`config.mk`:
```
export PLATFORM = sky130hd
export DESIGN_NAME = mem_port_arbiter
export DESIGN_NICKNAME = d
export VERILOG_FILES = /design/src/rtl/mem_port_arbiter.sv
export SDC_FILE = /design/constraint.sdc
export NUM_CORES = 1
export LEC_CHECK = 0
export CORE_AREA = 5 5 544 546
export DETAILED_ROUTE_END_ITERATION = 10
export DIE_AREA = 0 0 549 551
export PLACE_DENSITY = 0.3
export RECOVER_POWER = 25
export SLEW_MARGIN = 20
export SYNTH_ARGS = -nofsm -noshare
export SYNTH_HDL_FRONTEND = slang
export SYNTH_SLANG_ARGS = --single-unit
```
`constraint.sdc`:
```
create_clock -name clk -period 20.7 [get_ports clk]
set_clock_uncertainty 0.05 [all_clocks]
set_input_delay 6.21 -clock clk [delete_from_list [all_inputs] [get_ports clk]]
set_output_delay 6.21 -clock clk [all_outputs]
set_load 0.02 [all_outputs]
```
`src/rtl/mem_port_arbiter.sv`:
```
// mem_port_arbiter: shares one physical-memory port between the I-cache (read-only)
// and the D-cache (read/write). One requester at a time. Ties alternate, with D
// winning the first tie after reset. Address and write data are latched at grant
// time and held for the whole transaction.
module mem_port_arbiter #(
  parameter int ADDR_WIDTH = 32,
  parameter int LINE_WIDTH = 256
) (
  input  logic                  clk,
  input  logic                  rst,
  input  logic                  i_read,
  input  logic [ADDR_WIDTH-1:0] i_addr,
  output logic [LINE_WIDTH-1:0] i_rdata,
  output logic                  i_resp,
  input  logic                  d_read,
  input  logic                  d_write,
  input  logic [ADDR_WIDTH-1:0] d_addr,
  input  logic [LINE_WIDTH-1:0] d_wdata,
  output logic [LINE_WIDTH-1:0] d_rdata,
  output logic                  d_resp,
  output logic                  pmem_read,
  output logic                  pmem_write,
  output logic [ADDR_WIDTH-1:0] pmem_address,
  output logic [LINE_WIDTH-1:0] pmem_wdata,
  input  logic [LINE_WIDTH-1:0] pmem_rdata,
  input  logic                  pmem_resp,
  output logic                  busy
);

  // state      | meaning
  // IDLE       | no transaction; requests are sampled and a grant is made
  // SERVE_I    | line read for the I-side in flight
  // SERVE_D_RD | line read for the D-side in flight
  // SERVE_D_WR | line write-back for the D-side in flight
  typedef enum logic [1:0] {IDLE, SERVE_I, SERVE_D_RD, SERVE_D_WR} state_t;

  // Byte offset within a line; addresses are forced to line alignment.
  localparam int OFS = $clog2(LINE_WIDTH / 8);
  localparam logic [ADDR_WIDTH-1:0] ADDR_MASK = {ADDR_WIDTH{1'b1}} << OFS;

  state_t                state;
  logic                  last_grant_d;  // 0: I was granted last, 1: D was granted last
  logic [ADDR_WIDTH-1:0] addr_q;
  logic [LINE_WIDTH-1:0] wdata_q;
  logic                  d_req;
  logic                  grant_d;

  // Arbitration: D wins if it is the only requester, or on a tie when I went last.
  always_comb begin
    d_req   = d_read | d_write;
    grant_d = d_req & (~i_read | ~last_grant_d);
  end

  // Transaction state, round-robin pointer, and address/data latches.
  always_ff @(posedge clk or posedge rst) begin
    if (rst) begin
      state        <= IDLE;
      last_grant_d <= 1'b0;
      addr_q       <= '0;
      wdata_q      <= '0;
    end else begin
      case (state)
        IDLE: begin
          if (grant_d) begin
            // A write wins over a read if both are ever raised together.
            state        <= d_write ? SERVE_D_WR : SERVE_D_RD;
            last_grant_d <= 1'b1;
            addr_q       <= d_addr & ADDR_MASK;
            if (d_write) begin
              wdata_q <= d_wdata;
            end
          end else if (i_read) begin
            state        <= SERVE_I;
            last_grant_d <= 1'b0;
            addr_q       <= i_addr & ADDR_MASK;
          end
        end
        default: begin
          if (pmem_resp) begin
            state <= IDLE;
          end
        end
      endcase
    end
  end

  // Command and status are decoded from the state register. Responses are
  // steered to the owning side only. Read data is a plain passthrough.
  always_comb begin
    pmem_read    = (state == SERVE_I) || (state == SERVE_D_RD);
    pmem_write   = (state == SERVE_D_WR);
    busy         = (state != IDLE);
    i_resp       = (state == SERVE_I) && pmem_resp;
    d_resp       = ((state == SERVE_D_RD) || (state == SERVE_D_WR)) && pmem_resp;
    pmem_address = addr_q;
    pmem_wdata   = wdata_q;
    i_rdata      = pmem_rdata;
    d_rdata      = pmem_rdata;
  end

endmodule
```
After elaboration in Yosys (flattened, before gate mapping)
Index checks and enable logic that the tools add are counted.
{"block": "classes", "n_eq_ne": 4, "n_mux": 9, "bitwise": 5, "reduce_logical": 11}
{"operator": "32-bit two-way mux", "count": 2}
{"operator": "2-bit two-way mux", "count": 4}
{"operator": "2-bit nonzero test", "count": 3}
{"operator": "2-bit == test (second input constant)", "count": 2}
{"operator": "2-bit AND reduction", "count": 2}
{"operator": "1-bit two-way mux", "count": 3}
{"operator": "3-bit inequality test (second input constant)", "count": 1}
{"operator": "3-bit AND reduction", "count": 1}
{"operator": "2-bit by 1-bit == test with 1-bit output (second input constant)", "count": 1}
{"operator": "1-bit logical AND", "count": 2}
{"operator": "2-bit logical NOT", "count": 1}
{"operator": "1-bit logical OR", "count": 2}
{"operator": "1-bit inverter", "count": 2}
{"operator": "1-bit OR", "count": 2}
{"operator": "1-bit bitwise AND", "count": 1}
{"block": "totals", "regBits": 291, "in_bits": 582, "out_inout_bits": 805, "wordCells": 33}

Longest topological paths before layout
{"block": "depth", "ltp_word": 5, "depth_mapped": 7, "depth_no_buf": 5}

Worst setup path before layout
OpenSTA, ideal clock, no wires.
{"block": "synth_path", "kind": "input to output", "start": "input pmem_resp", "end": "output d_resp", "t_arrival_ns": 6.543, "t_required_ns": 14.440, "setup_slack_ns": 7.897, "cell_stages": 2, "n_path_buf": 0, "cell_sequence": "inv_1 nor2_1"}
{"block": "synth_via", "elab_chain_len": 1}
{"element": "start: declaration", "line": "26", "rtl": "input logic pmem_resp,"}
{"element": "1-bit logical AND", "line": "94", "rtl": "d_resp = ((state == SERVE_D_RD) || (state == SERVE_D_WR)) && pmem_resp;"}
{"element": "end: declaration", "line": "20", "rtl": "output logic d_resp,"}
Every way passes these cells.

Worst setup path after layout
Same ends and word-level chain as after synthesis.

==> out/qor_table.md <==
| Item | Value |
|---|---|
| Outcome | finished, violations left |
| Violations in the final reports | max-capacitance violations, max-slew violations |
| Share of the clock period used by the worst path after layout | 67.8% |
| Most common cell after layout, fill and taps aside | clkdlybuf4s50_1 |
| Worst hold-check path type | reg -> reg |
| ANT nets after route | 0 |
| Required time worst endpoint | 14.44 ns |
| Insertion delay to the later sink of the worst-skew pair | 0.66 ns |
| Async S/R FF share, synth | 100% |
| Post-CTS setup buffer count | 0 |
| # hold bufs at CTS | 0 |
| CTS H-tree lvls | 2 |
| Total net switching power | 1.66 mW |
| Type of origin of the critical path | input pin |
| Setup TNS after final layout | 0 ns |
| Vias per Instance | 1.82 |
| Final setup viols | 0 |
| Fraction of the yosys area taken by sequential cells | 48.3% |
| Maximum number of pins on one net before global-route repair | 82 |
| Min-Delay Startpoint | pmem_address[19] |
| Worst supply voltage drop on vdd | 0.0663 mV |
| End-of-flow core utilization | 8.07% |
| Post-synth EDFFs | 0 |
| Combinational cell fraction of total power | 50.7% |
| Initial antenna violation count | 104 |
| Initial cell density of the core | 5.11% |
| Leftover overflow at the end of global routing | 0 |
| Clk slew on worst S/H paths | 0.05 ns |
| I/O pin cnt | 1387 |
| Static power due to leakage | 7.91 nW |
| Clock Tree Root | clkbuf_16 |
| Mapped Avg Cell Area | 12.3 µm² |
| Actual slew at the worst max-slew pin | 5.35 ns |
| Clock sinks | 286 |
| Final Hold Violating Endpoints | 0 |
| Distinct cell type count of the synthesized netlist | 18 |
| Reg2Reg Launch Point | state[0] |
| Number of global-route vias before repair | 10300 |
| Core area | 290000 µm² |
| Wire length of the first global-routing pass | 144 mm |
| First element of the critical path | pmem_resp |
| Nets | 1905 |
| Total internal power | 2.15 mW |
| Fill cell instance count of the final layout | 33500 |
| DRC violation count after routing | 0 |
| Delay of the slowest cell on the worst path | 0.82 ns |
| Horizontal extent of the die | 549 µm |
| Crit path arrival time | 7.78 ns |
| Dominant synthesized flop cell | dfrtp_1 |
| Final Max Slew Viols | 282 |
| Worst-path cell chain | clkdlybuf4s50_1, inv_1, nor2_1, clkdlybuf4s50_1 |
| Number of instances resized during post-cts repair | 0 |
| Critical path start-end classification | in -> out |
| Peak fanout along the critical path | 3 |
| Clock tree from TritonCTS | built |
| Proportion of power drawn by the clock network | 23.1% |
| Highest clock frequency the design can meet | 71.2 MHz |
| Final GP Congestion | 0.709 |
| Final setup slack of the worst path | 6.66 ns |
| Height of the chip | 551 µm |
| Max-slew headroom | -259% |
| Unrepaired setup endpoints after global routing | false |
| Syn Std Cell Area | 14800 µm² |
| Die ar. | 302000 µm² |
| Share of layout cells above drive strength 1 | 25.2% |
| Synth-to-Final Area Change | 58.0% |
| Sw Share | 43.6% |
| Number of register bits inferred by synthesis | 286 |
| First DRT Iteration DRCs | 278 |
| Count of maximum capacitance violations | 7 |
| Yosys warning count | 0 |
| Routed length per placed instance | 23.1 µm |
| Total via count in the routed design | 9574 |
| Worst path most repeated cell | clkdlybuf4s50_1 |
| Highest-delay cell along the critical path | clkdlybuf4s50_1 |
| Number of cells produced by synthesis | 1202 |
| Power density over the cells | 163 nW/µm² |
| Clock buffers created by TritonCTS | 50 |
| Fraction of power consumed by sequential logic | 26.2% |
| Number of buffers added on ports | 603 |
| Sequential cell area | 7160 µm² |
| Pre-antenna DRT Iters | 4 |
| Total half-perimeter wirelength after legalization and detailed placement | 104 mm |
| Commonest cells after routing, fill and taps aside | 532 x clkdlybuf4s50_1, 286 x dfrtp_1, 256 x mux2_2 |
| Site Rows | 198 |
| Final wirelength | 122 mm |
| Buffer levels on the longest clock path | 3 |
| Setup slack after placement | 6.46 ns |
| Area of the multi-input gates | 3560 µm² |
| Post-route minimum period | 14.04 ns |
| Total GRT Usage | 7.69% |
| Kind of end point of the critical path | output pin |
## sequential cells by signal (all words and copies together), names as in the netlist
signal	flops
last_grant_d	1
pmem_address	27
pmem_wdata	256
state	2
## critical path, delay by kind of cell
kind	cells	cell delay, ns
and+or+nand+nor	1	0.12
buffers and inverters	3	1.43
## layout make-up
cell class,count,area share [%]
Clock inverter,19,0.989
Inverter,5,0.0855
Timing Repair Buffer,615,26.1
Clock buffer,70,6.01
Tap cell,3900,20.8
Antenna cell,18,0.192
Multi-Input combinational cell,361,15.2
Sequential cell,286,30.6
## path summary, 6_finish.rpt
check                                        end  slack, ns  cells after the start
worst max-delay path                      d_resp       6.66                      4
worst min-delay path            pmem_address[19]       0.43                      2
worst max register to register   pmem_wdata[181]      14.60                      8
worst min register to register  pmem_address[19]       0.43                      2
max in group asynchronous         pmem_wdata[39]       8.80                      4
min in group asynchronous         pmem_wdata[84]       7.57                      2
## metal layers
layer	GRT usage (%)	vias to the layer above	routed length [µm]
li1	-	3730	-
met1	7.24	4352	39100
met2	10.5	1004	46900
met3	7.70	484	27100
met4	4.57	4	8440
met5	0.250	-	97
## power groups by stage
stage               Combinational (mW)  Clock (mW)  Sequential (mW)
floorplan                        0.574           0             1.34
global placement                  2.05           0             1.01
detailed placement                2.04           0             1.01
CTS                               2.05       0.962             1.01
global route                      2.14       0.960             1.04
finish                            1.94       0.880            0.999
## cells in the mapped netlist, types with 2 or more instances
cell type / count / area (µm²)
a21oi_1: 3 / 15.0
buf_2: 10 / 50.1
buf_4: 541 / 4060
clkbuf_1: 3 / 11.3
dfrtp_1: 286 / 7160
ha_1: 4 / 50.1
inv_1: 5 / 18.8
mux2_2: 256 / 2880
mux2i_1: 27 / 270
nand2_1: 30 / 113
nor2_1: 2 / 7.51
o21ai_0: 29 / 145
## per-stage QoR
stage / instances / hold WS, ns / area (µm²) / power, mW
after floorplan: 1206 / 0.446 / 14800 / 1.92
after global placement: 5167 / 0.425 / 21800 / 3.06
after detailed placement: 5167 / 0.424 / 21800 / 3.06
after CTS: 5256 / 0.439 / 23400 / 4.02
after global routing: 5260 / 0.461 / 23400 / 4.14
final: 5274 / 0.429 / 23400 / 3.81
## logic make-up after synthesis
group	count (synthesis)	synth area share, %
AND/OR/NAND/NOR	34	0.886
adder cells (fa/ha/maj)	4	0.338
multiplexers	283	21.3
other	1	0.0253
buffers and inverters	559	27.9
flip-flops	286	48.3
AO/OA/AOI/OAI	35	1.25
Power figures use the tool's default switching activity.
